File: config.mk
export PLATFORM = sky130hd
export DESIGN_NAME = algo_run_controller_flat
export DESIGN_NICKNAME = d
export VERILOG_FILES = /design/src/rtl/algo_run_controller_if.sv /design/src/rtl/algo_run_controller.sv /design/src/flat_wrapper.sv
export SDC_FILE = /design/constraint.sdc
export NUM_CORES = 1
export LEC_CHECK = 0
export CELL_PAD_IN_SITES_DETAIL_PLACEMENT = 1
export CELL_PAD_IN_SITES_GLOBAL_PLACEMENT = 1
export CORE_AREA = 2 2 153 215
export DETAILED_ROUTE_END_ITERATION = 12
export DIE_AREA = 0 0 155 217
export GPL_ROUTABILITY_DRIVEN = 0
export PLACE_DENSITY = 0.72
export SKIP_LAST_GASP = 1
export SYNTH_ARGS = -nofsm -noshare
export SYNTH_HDL_FRONTEND = slang
export SYNTH_SLANG_ARGS = --single-unit
export TNS_END_PERCENT = 20
File: constraint.sdc
create_clock -name clock -period 2.3 [get_ports clock]
set_input_delay 0.69 -clock clock [delete_from_list [all_inputs] [get_ports clock]]
set_output_delay 0.69 -clock clock [all_outputs]
set_load 0.03 [all_outputs]
File: src/rtl/algo_run_controller_if.sv
// Host/engine bundle for algo_run_controller.
// master = MMIO + engine side, slave = controller side.
interface algo_run_controller_if;
  logic [0:63] algorithm_requests;
  logic        report_algorithm_status_ack;
  logic        report_errors_ack;
  logic        engine_done;
  logic [0:63] engine_error;
  logic        engine_start;
  logic        engine_abort;
  logic [0:63] algorithm_status;
  logic [0:63] algorithm_status_done;
  logic [0:63] algorithm_running;
  logic [0:63] report_errors;

  modport master (
    output algorithm_requests,
    output report_algorithm_status_ack,
    output report_errors_ack,
    output engine_done,
    output engine_error,
    input  engine_start,
    input  engine_abort,
    input  algorithm_status,
    input  algorithm_status_done,
    input  algorithm_running,
    input  report_errors
  );

  modport slave (
    input  algorithm_requests,
    input  report_algorithm_status_ack,
    input  report_errors_ack,
    input  engine_done,
    input  engine_error,
    output engine_start,
    output engine_abort,
    output algorithm_status,
    output algorithm_status_done,
    output algorithm_running,
    output report_errors
  );
endinterface

File: src/rtl/algo_run_controller.sv
// Runs one engine job per host request; reports state, done record, errors.
// Ports: clock, rstn (async low), bus (slave: requests/acks/engine in, status out).
module algo_run_controller #(
  parameter logic [31:0] WATCHDOG_CYCLES = 32'd0
) (
  input  logic                 clock,
  input  logic                 rstn,
  algo_run_controller_if.slave bus
);

  typedef enum logic [7:0] {
    S_IDLE  = 8'h01,
    S_START = 8'h02,
    S_RUN   = 8'h04,
    S_ABORT = 8'h08,
    S_DONE  = 8'h10
  } state_t;

  localparam logic [31:0] WD_M1 = WATCHDOG_CYCLES - 32'd1;
  localparam logic        WD_EN = (WATCHDOG_CYCLES != 32'd0);

  state_t      r_state;
  logic [31:0] r_cnt;
  logic [30:0] r_job;
  logic        r_aborted;
  logic [0:63] r_err;
  logic        r_start;
  logic        r_abort;
  logic [0:63] r_status;
  logic [0:63] r_done;
  logic [0:63] r_running;

  state_t      w_next;
  logic [31:0] w_cnt_nxt;
  logic [31:0] w_cnt_inc;
  logic [30:0] w_job_nxt;
  logic        w_aborted_nxt;
  logic [0:63] w_err_set;
  logic [0:63] w_err_nxt;
  logic        w_start_req;
  logic        w_abort_req;
  logic        w_active;
  logic        w_unused;

  assign w_unused = ^{bus.algorithm_requests[0:61],
                      bus.engine_error[61:63]};

  // ABORT wins over START when both arrive together
  assign w_abort_req = bus.algorithm_requests[62];
  assign w_start_req = bus.algorithm_requests[63] & ~w_abort_req;

  assign w_cnt_inc = (r_cnt == 32'hFFFF_FFFF) ? r_cnt
                                              : r_cnt + 32'd1;

  always_comb begin
    w_next        = r_state;
    w_cnt_nxt     = r_cnt;
    w_aborted_nxt = r_aborted;
    w_err_set     = {bus.engine_error[0:60], 3'b000};
    if (w_start_req && (r_state != S_IDLE))
      w_err_set[63] = 1'b1;
    unique case (r_state)
      S_IDLE: begin
        if (bus.engine_done)
          w_err_set[61] = 1'b1;
        if (w_start_req)
          w_next = S_START;
      end
      S_START: begin
        w_cnt_nxt = 32'd0;
        w_next    = S_RUN;
      end
      S_RUN: begin
        w_cnt_nxt = w_cnt_inc;
        if (bus.engine_done) begin
          w_next        = S_DONE;
          w_aborted_nxt = 1'b0;
        end else if (w_abort_req) begin
          w_next = S_ABORT;
        end else if (WD_EN && (r_cnt == WD_M1)) begin
          w_next        = S_ABORT;
          w_err_set[62] = 1'b1;
        end
      end
      S_ABORT: begin
        w_cnt_nxt = w_cnt_inc;
        if (bus.engine_done) begin
          w_next        = S_DONE;
          w_aborted_nxt = 1'b1;
        end
      end
      S_DONE: begin
        if (bus.report_algorithm_status_ack)
          w_next = S_IDLE;
      end
      default: w_next = S_IDLE;
    endcase
  end

  // job count advances once, on the cycle DONE is entered
  assign w_job_nxt = ((w_next == S_DONE) && (r_state != S_DONE))
                   ? r_job + 31'd1 : r_job;

  // an ack clears old bits but never same-cycle new ones
  assign w_err_nxt = (bus.report_errors_ack ? 64'd0 : r_err)
                   | w_err_set;

  assign w_active = (w_next == S_START)
                  | (w_next == S_RUN)
                  | (w_next == S_ABORT);

  always_ff @(posedge clock or negedge rstn) begin
    if (!rstn) begin
      r_state <= S_IDLE;
    end else begin
      r_state <= w_next;
    end
  end

  always_ff @(posedge clock or negedge rstn) begin
    if (!rstn) begin
      r_cnt     <= 32'd0;
      r_job     <= 31'd0;
      r_aborted <= 1'b0;
      r_err     <= 64'd0;
      r_start   <= 1'b0;
      r_abort   <= 1'b0;
      r_status  <= 64'd0;
      r_done    <= 64'd0;
      r_running <= 64'd0;
    end else begin
      r_cnt     <= w_cnt_nxt;
      r_job     <= w_job_nxt;
      r_aborted <= w_aborted_nxt;
      r_err     <= w_err_nxt;
      r_start   <= (w_next == S_START);
      r_abort   <= (w_next == S_ABORT) && (r_state != S_ABORT);
      r_status  <= {w_next, 24'd0, w_cnt_nxt};
      r_done    <= (w_next == S_DONE)
                 ? {w_aborted_nxt, w_job_nxt, w_cnt_nxt}
                 : 64'd0;
      r_running <= {63'd0, w_active};
    end
  end

  assign bus.engine_start          = r_start;
  assign bus.engine_abort          = r_abort;
  assign bus.algorithm_status      = r_status;
  assign bus.algorithm_status_done = r_done;
  assign bus.algorithm_running     = r_running;
  assign bus.report_errors         = r_err;

endmodule

File: src/flat_wrapper.sv
// flat-port wrapper written by rule: the top's interface ports become plain ports
module algo_run_controller_flat 
#(
  parameter logic [31:0] WATCHDOG_CYCLES = 32'd0
)
  (clock, rstn, bus_algorithm_requests, bus_report_algorithm_status_ack, bus_report_errors_ack, bus_engine_done, bus_engine_error, bus_engine_start, bus_engine_abort, bus_algorithm_status, bus_algorithm_status_done, bus_algorithm_running, bus_report_errors);
  algo_run_controller_if bus_i ();
  input  logic clock;
  input  logic rstn;
  input wire logic [$bits(bus_i.algorithm_requests)-1:0] bus_algorithm_requests;
  input wire logic [$bits(bus_i.report_algorithm_status_ack)-1:0] bus_report_algorithm_status_ack;
  input wire logic [$bits(bus_i.report_errors_ack)-1:0] bus_report_errors_ack;
  input wire logic [$bits(bus_i.engine_done)-1:0] bus_engine_done;
  input wire logic [$bits(bus_i.engine_error)-1:0] bus_engine_error;
  output wire logic [$bits(bus_i.engine_start)-1:0] bus_engine_start;
  output wire logic [$bits(bus_i.engine_abort)-1:0] bus_engine_abort;
  output wire logic [$bits(bus_i.algorithm_status)-1:0] bus_algorithm_status;
  output wire logic [$bits(bus_i.algorithm_status_done)-1:0] bus_algorithm_status_done;
  output wire logic [$bits(bus_i.algorithm_running)-1:0] bus_algorithm_running;
  output wire logic [$bits(bus_i.report_errors)-1:0] bus_report_errors;
  assign bus_i.algorithm_requests = bus_algorithm_requests;
  assign bus_i.report_algorithm_status_ack = bus_report_algorithm_status_ack;
  assign bus_i.report_errors_ack = bus_report_errors_ack;
  assign bus_i.engine_done = bus_engine_done;
  assign bus_i.engine_error = bus_engine_error;
  assign bus_engine_start = bus_i.engine_start;
  assign bus_engine_abort = bus_i.engine_abort;
  assign bus_algorithm_status = bus_i.algorithm_status;
  assign bus_algorithm_status_done = bus_i.algorithm_status_done;
  assign bus_algorithm_running = bus_i.algorithm_running;
  assign bus_report_errors = bus_i.report_errors;
  algo_run_controller #(.WATCHDOG_CYCLES(WATCHDOG_CYCLES)) u_core (.clock(clock), .rstn(rstn), .bus(bus_i));
endmodule
After elaboration in Yosys (flattened, before gate mapping)
Cells that the tools add are included.
- register bits: 243
- input port bits: 133
- logic and storage cells: 51
- $add $sub $neg: 2
- equal/unequal tests: 13
- multiplexer cells: 17
- bitwise gates (word level): 5
- reductions and logical operators: 4
- operator list (cell ; number):
    64-bit two-way mux ; 2
    64-bit bitwise OR ; 1
    32-bit one-hot mux with 2 select lines ; 1
    8-bit two-way mux ; 5
    8-bit one-hot mux with 5 select lines ; 1
    32-bit by 1-bit adder with 32-bit output (second input constant) ; 1
    32-bit == test (second input constant) ; 1
    32-bit two-way mux ; 1
    31-bit by 1-bit adder with 31-bit output (second input constant) ; 1
    31-bit two-way mux ; 1
    8-bit by 2-bit == test with 1-bit output (second input constant) ; 2
    8-bit by 3-bit == test with 1-bit output (second input constant) ; 2
    8-bit by 4-bit == test with 1-bit output (second input constant) ; 2
    8-bit by 5-bit == test with 1-bit output (second input constant) ; 2
    8-bit by 1-bit == test with 1-bit output (second input constant) ; 1
    8-bit by 1-bit inequality test with 1-bit output (second input constant) ; 1
    8-bit by 4-bit inequality test with 1-bit output (second input constant) ; 1
    8-bit by 5-bit inequality test with 1-bit output (second input constant) ; 1
    1-bit two-way mux ; 5
    1-bit logical AND ; 3
    1-bit bitwise OR ; 2
    1-bit one-hot mux with 2 select lines ; 1
    2-bit OR reduction ; 1
    1-bit bitwise AND ; 1
    1-bit inverter ; 1

Logic depth before layout (Yosys ltp)
- word-level depth: 8
- depth in mapped cells: 8
- depth with buffers taken out: 6

Worst setup path before layout
No wires, ideal clock.
- kind: reg-to-reg
- start point: register u_core.r_cnt[0]
- end point: register u_core.r_done (netlist bit u_core.bus.algorithm_status_done[58])
- data arrival time: 2.475 ns
- data required time: 2.222 ns
- slack: -0.253 ns
- stages on the path, launching flop included: 8
- buffers on the path: 1
- cell sequence: dfrtp_1 > ha_1 > nand4_1 > or4_1 > o31ai_4 > buf_4 > o21ai_0 > a21oi_1
- word-level cells in the longest chain between the ends: 4
- elaborated cells between the ends (all ways): 5
- those cells by class: add/sub (1); eq/ne (1); mux (3)
- ends and longest elaborated chain (what ; RTL line ; source):
    start: declaration ; algo_run_controller.sv:23 ; logic [31:0] r_cnt;
    start signal: assignment ; algo_run_controller.sv:132 ; r_cnt <= w_cnt_nxt;
    32-bit by 1-bit adder with 32-bit output / 32-bit == test (equally long branches) ; algo_run_controller.sv:53, algo_run_controller.sv:52 ;
    32-bit two-way mux * ; algo_run_controller.sv:52 ; assign w_cnt_inc = (r_cnt == 32'hFFFF_FFFF) ? r_cnt
    32-bit one-hot mux with 2 select lines * ; algo_run_controller.sv:62 ; unique case (r_state)
    64-bit two-way mux * ; algo_run_controller.sv:140 ; ? {w_aborted_nxt, w_job_nxt, w_cnt_nxt}
    end signal: assignment ; algo_run_controller.sv:139 ; r_done <= (w_next == S_DONE)
    end: declaration ; algo_run_controller.sv:30 ; logic [0:63] r_done;
Mark *: on every way between the ends. The rest lies on a longest branch, timed or not.

==> impl_metrics.ini <==
[run_status]
status = finished, violations left
failed_checks = setup timing

[global_routing]
grt_max_degree = 71
grt_pass1_wl_microns = 43100
grt_pass1_vias = 7772
antenna_found_initial = 2
grt-ovfl-total = 0
grtUsageTotal = 0.162

[placed_design]
port_buffers = 237
place_ws_ns = -0.271
placed_area_sq_um = 12300
dp_hpwl_microns = 20500
dp_cells = 1517

[layout]
finish.utilization = 0.416
fin_area_sq_um = 13300
diodes = 0
layout-drive-gt1-share = 0.160
area_growth_syn_to_layout_pct = 46.4
final_cell_mix = 217 x clkdlybuf4s50_1, 195 x dfrtp_1, 91 x conb_1
final_cells = 1569
final_common_cell = clkdlybuf4s50_1
fin_nets = 1287

[power_and_ir_drop]
leakagePower_nw = 6.14
power.total_mw = 8.54
p_clk_frac = 0.460
power_switching_mw = 2.16
power_density_nw_per_um2 = 643
peakVddDrop_v = 0.000443
switching_share = 0.253
p_int_mw = 6.38
combPwrFrac = 0.102
power_frac_seq = 0.438

[worst_setup_path]
crit_fanout = 6
rrSetupSlack_ns = -0.08
startpoint = u_core.r_cnt[19]$_DFF_PN0_
worst-r2r-cell-count = 7
crit_end = bus_algorithm_status[19]
critPathCaptureType = output pin
reg2reg_from = u_core.r_cnt[1]$_DFF_PN0_
rr_endpoint = u_core.bus.algorithm_status_done[45]$_DFF_PN0_
start_kind = register
worstPathArrival_ns = 1.71
crit_required_ns = 1.61
critical_path_class = reg -> out

[routing]
drt_iter0_markers = 280
vias = 7338
antenna_left = 0
viasPerCell = 4.68
wl_per_cell_microns = 17.9
drt-total-wl_microns = 28100
drtPass1Iterations = 4
route.detailed.drc = 0

[synth]
synthArstFlopShare = 1.00
synth-seq-area-share = 0.560
ys.flop_type = dfrtp_1
yosys.area.top_type = dfrtp_1
yosysUniqueCellTypes = 58
avgSynthCellArea_sq_um = 11.0
synth_top_area_frac = 0.557
syn_inst = 826
ys_seq_elements = 203
synth-edff-count = 0
yosysWarnings = 0
synth_area_leaders = dfrtp_1 56%, buf_4 8.0%, a21o_1 5.1%
syn-cell-area_sq_um = 9070

[die]
dieWidth_microns = 155
rows = 78
core_region_area_sq_um = 31900
die_h_microns = 217
dieArea_sq_um = 33600
initial_core_util = 0.284
io_pins = 391

[job]
maxCapViolCount = 0

[clock_network]
cts_hold_buf = 0
cts_buffer_depth = 3
cts_root_buf = clkbuf_16
cts.clk_slew.worst_paths_ns = 0.06
cts_made_buffers = 23
ctsHtreeMaxLevel = 1
clock-sinks = 203
insertion_delay_ns = 0.53
cts_tree = done

[timing]
rsz0062_at_grt = yes
fmax_ghz = 0.417
final.setup.worst_slack_ns = -0.0966
period_share = 1.04
skew_ns = 0.0177
hold_violations = 0
drv_slew = 0
setup-tns-final_ns = -1.35
hold_slack_ns = 0.0163
slew_headroom = 0.526
setup_viol = 26
period_needed_ns = 2.40
tightest_slew_ns = 0.706

[min_path]
hp-class = in -> async
-- worst min-delay path by stage --
stage,from,endpoint,slack [ns],cells after the start
2_1_floorplan,rstn,u_core.bus.algorithm_running[63]$_DFF_PN0_,0.39,0
3_3_place_gp,u_core.bus.report_errors[1]$_DFF_PN0_,u_core.bus.report_errors[1]$_DFF_PN0_,0.46,1
3_5_place_dp,u_core.bus.report_errors[45]$_DFF_PN0_,u_core.bus.report_errors[45]$_DFF_PN0_,0.47,1
4_1_cts,rstn,u_core.r_cnt[6]$_DFF_PN0_,0.002,1
5_1_grt,rstn,u_core.r_cnt[8]$_DFF_PN0_,0.003,1
6_report,rstn,u_core.r_cnt[8]$_DFF_PN0_,0.02,1
-- Yosys cell counts (all sizes together) (3+ instances only) --
master and count:
nand2 51, nor2b 3, mux2i 10, or4 9, o21a 4, o211ai 12, nand3 25, xnor2 16
nor2 46, o31ai 8, clkbuf 28, xor2 44, inv 14, o311ai 7, a31oi 5, o21ai 22
dfrtp 202, nand4 27, buf 102, nor3 9, and2 12, a21oi 47, or3 15, or2 5
nor4 8, and3 3, a21o 62, a31o 3
-- what timing repair did --
action / 4_1_cts / 5_1_grt
gates resized for setup: 15 / 22
pin swaps: 1 / 4
setup buffers: 4 / 5
setup endpoints to repair: 73 / 86
gates cloned: 0 / 1
-- final cells by class --
| class | instances | area [sq um] |
|---|---|---|
| fill | 3495 | 18600 |
| multi-input combinational | 570 | 3520 |
| clock buffer | 29 | 628 |
| clock inverter | 13 | 180 |
| sequential | 203 | 5090 |
| timing repair buffer | 340 | 3310 |
| tap | 400 | 500 |
| inverter | 14 | 52.6 |
-- worst max-delay path: stages, from the launching register on --
cell	delay [ns]
dfrtp_1	0.36
buf_4	0.15
clkdlybuf4s50_1	0.68
-- state kept, by name, summed over array words and instances, names as in the netlist --
name and count:
u_core.r_aborted 1, u_core.r_state 7, u_core.bus.algorithm_status_done 64, u_core.r_cnt 31, u_core.bus.report_errors 63, u_core.bus.algorithm_running 1, u_core.bus.algorithm_status 3, u_core.bus.engine_start 1
u_core.bus.engine_abort 1, u_core.r_job 31
-- power groups by stage --
stage	Sequential, mW	Combinational (mW)	Clock [mW]
6_report	3.74	0.872	3.93
3_3_place_gp	3.80	0.865	0
2_1_floorplan	3.95	0.424	0
5_1_grt	3.75	0.925	4.21
4_1_cts	3.74	0.881	4.06
3_5_place_dp	3.81	0.877	0
-- layer usage --
metal  global-route usage  vias up  part of all wire
met5                    0        -           0.00060
met3               0.0307       48             0.060
met2                0.306      260              0.53
li1                     -     3358                 -
met1                0.179     3670              0.38
met4               0.0571        2             0.029
-- logic make-up after synthesis --
logic type / count (synthesis) / share of synthesized area
compound gates: 183 / 0.138
xor+xnor: 60 / 0.0579
fa+ha+maj: 2 / 0.00276
buf+inv: 144 / 0.101
flops: 203 / 0.560
mux: 12 / 0.0135
other cells: 1 / 0.000413
simple gates: 221 / 0.126
Power figures use the tool's default switching activity.
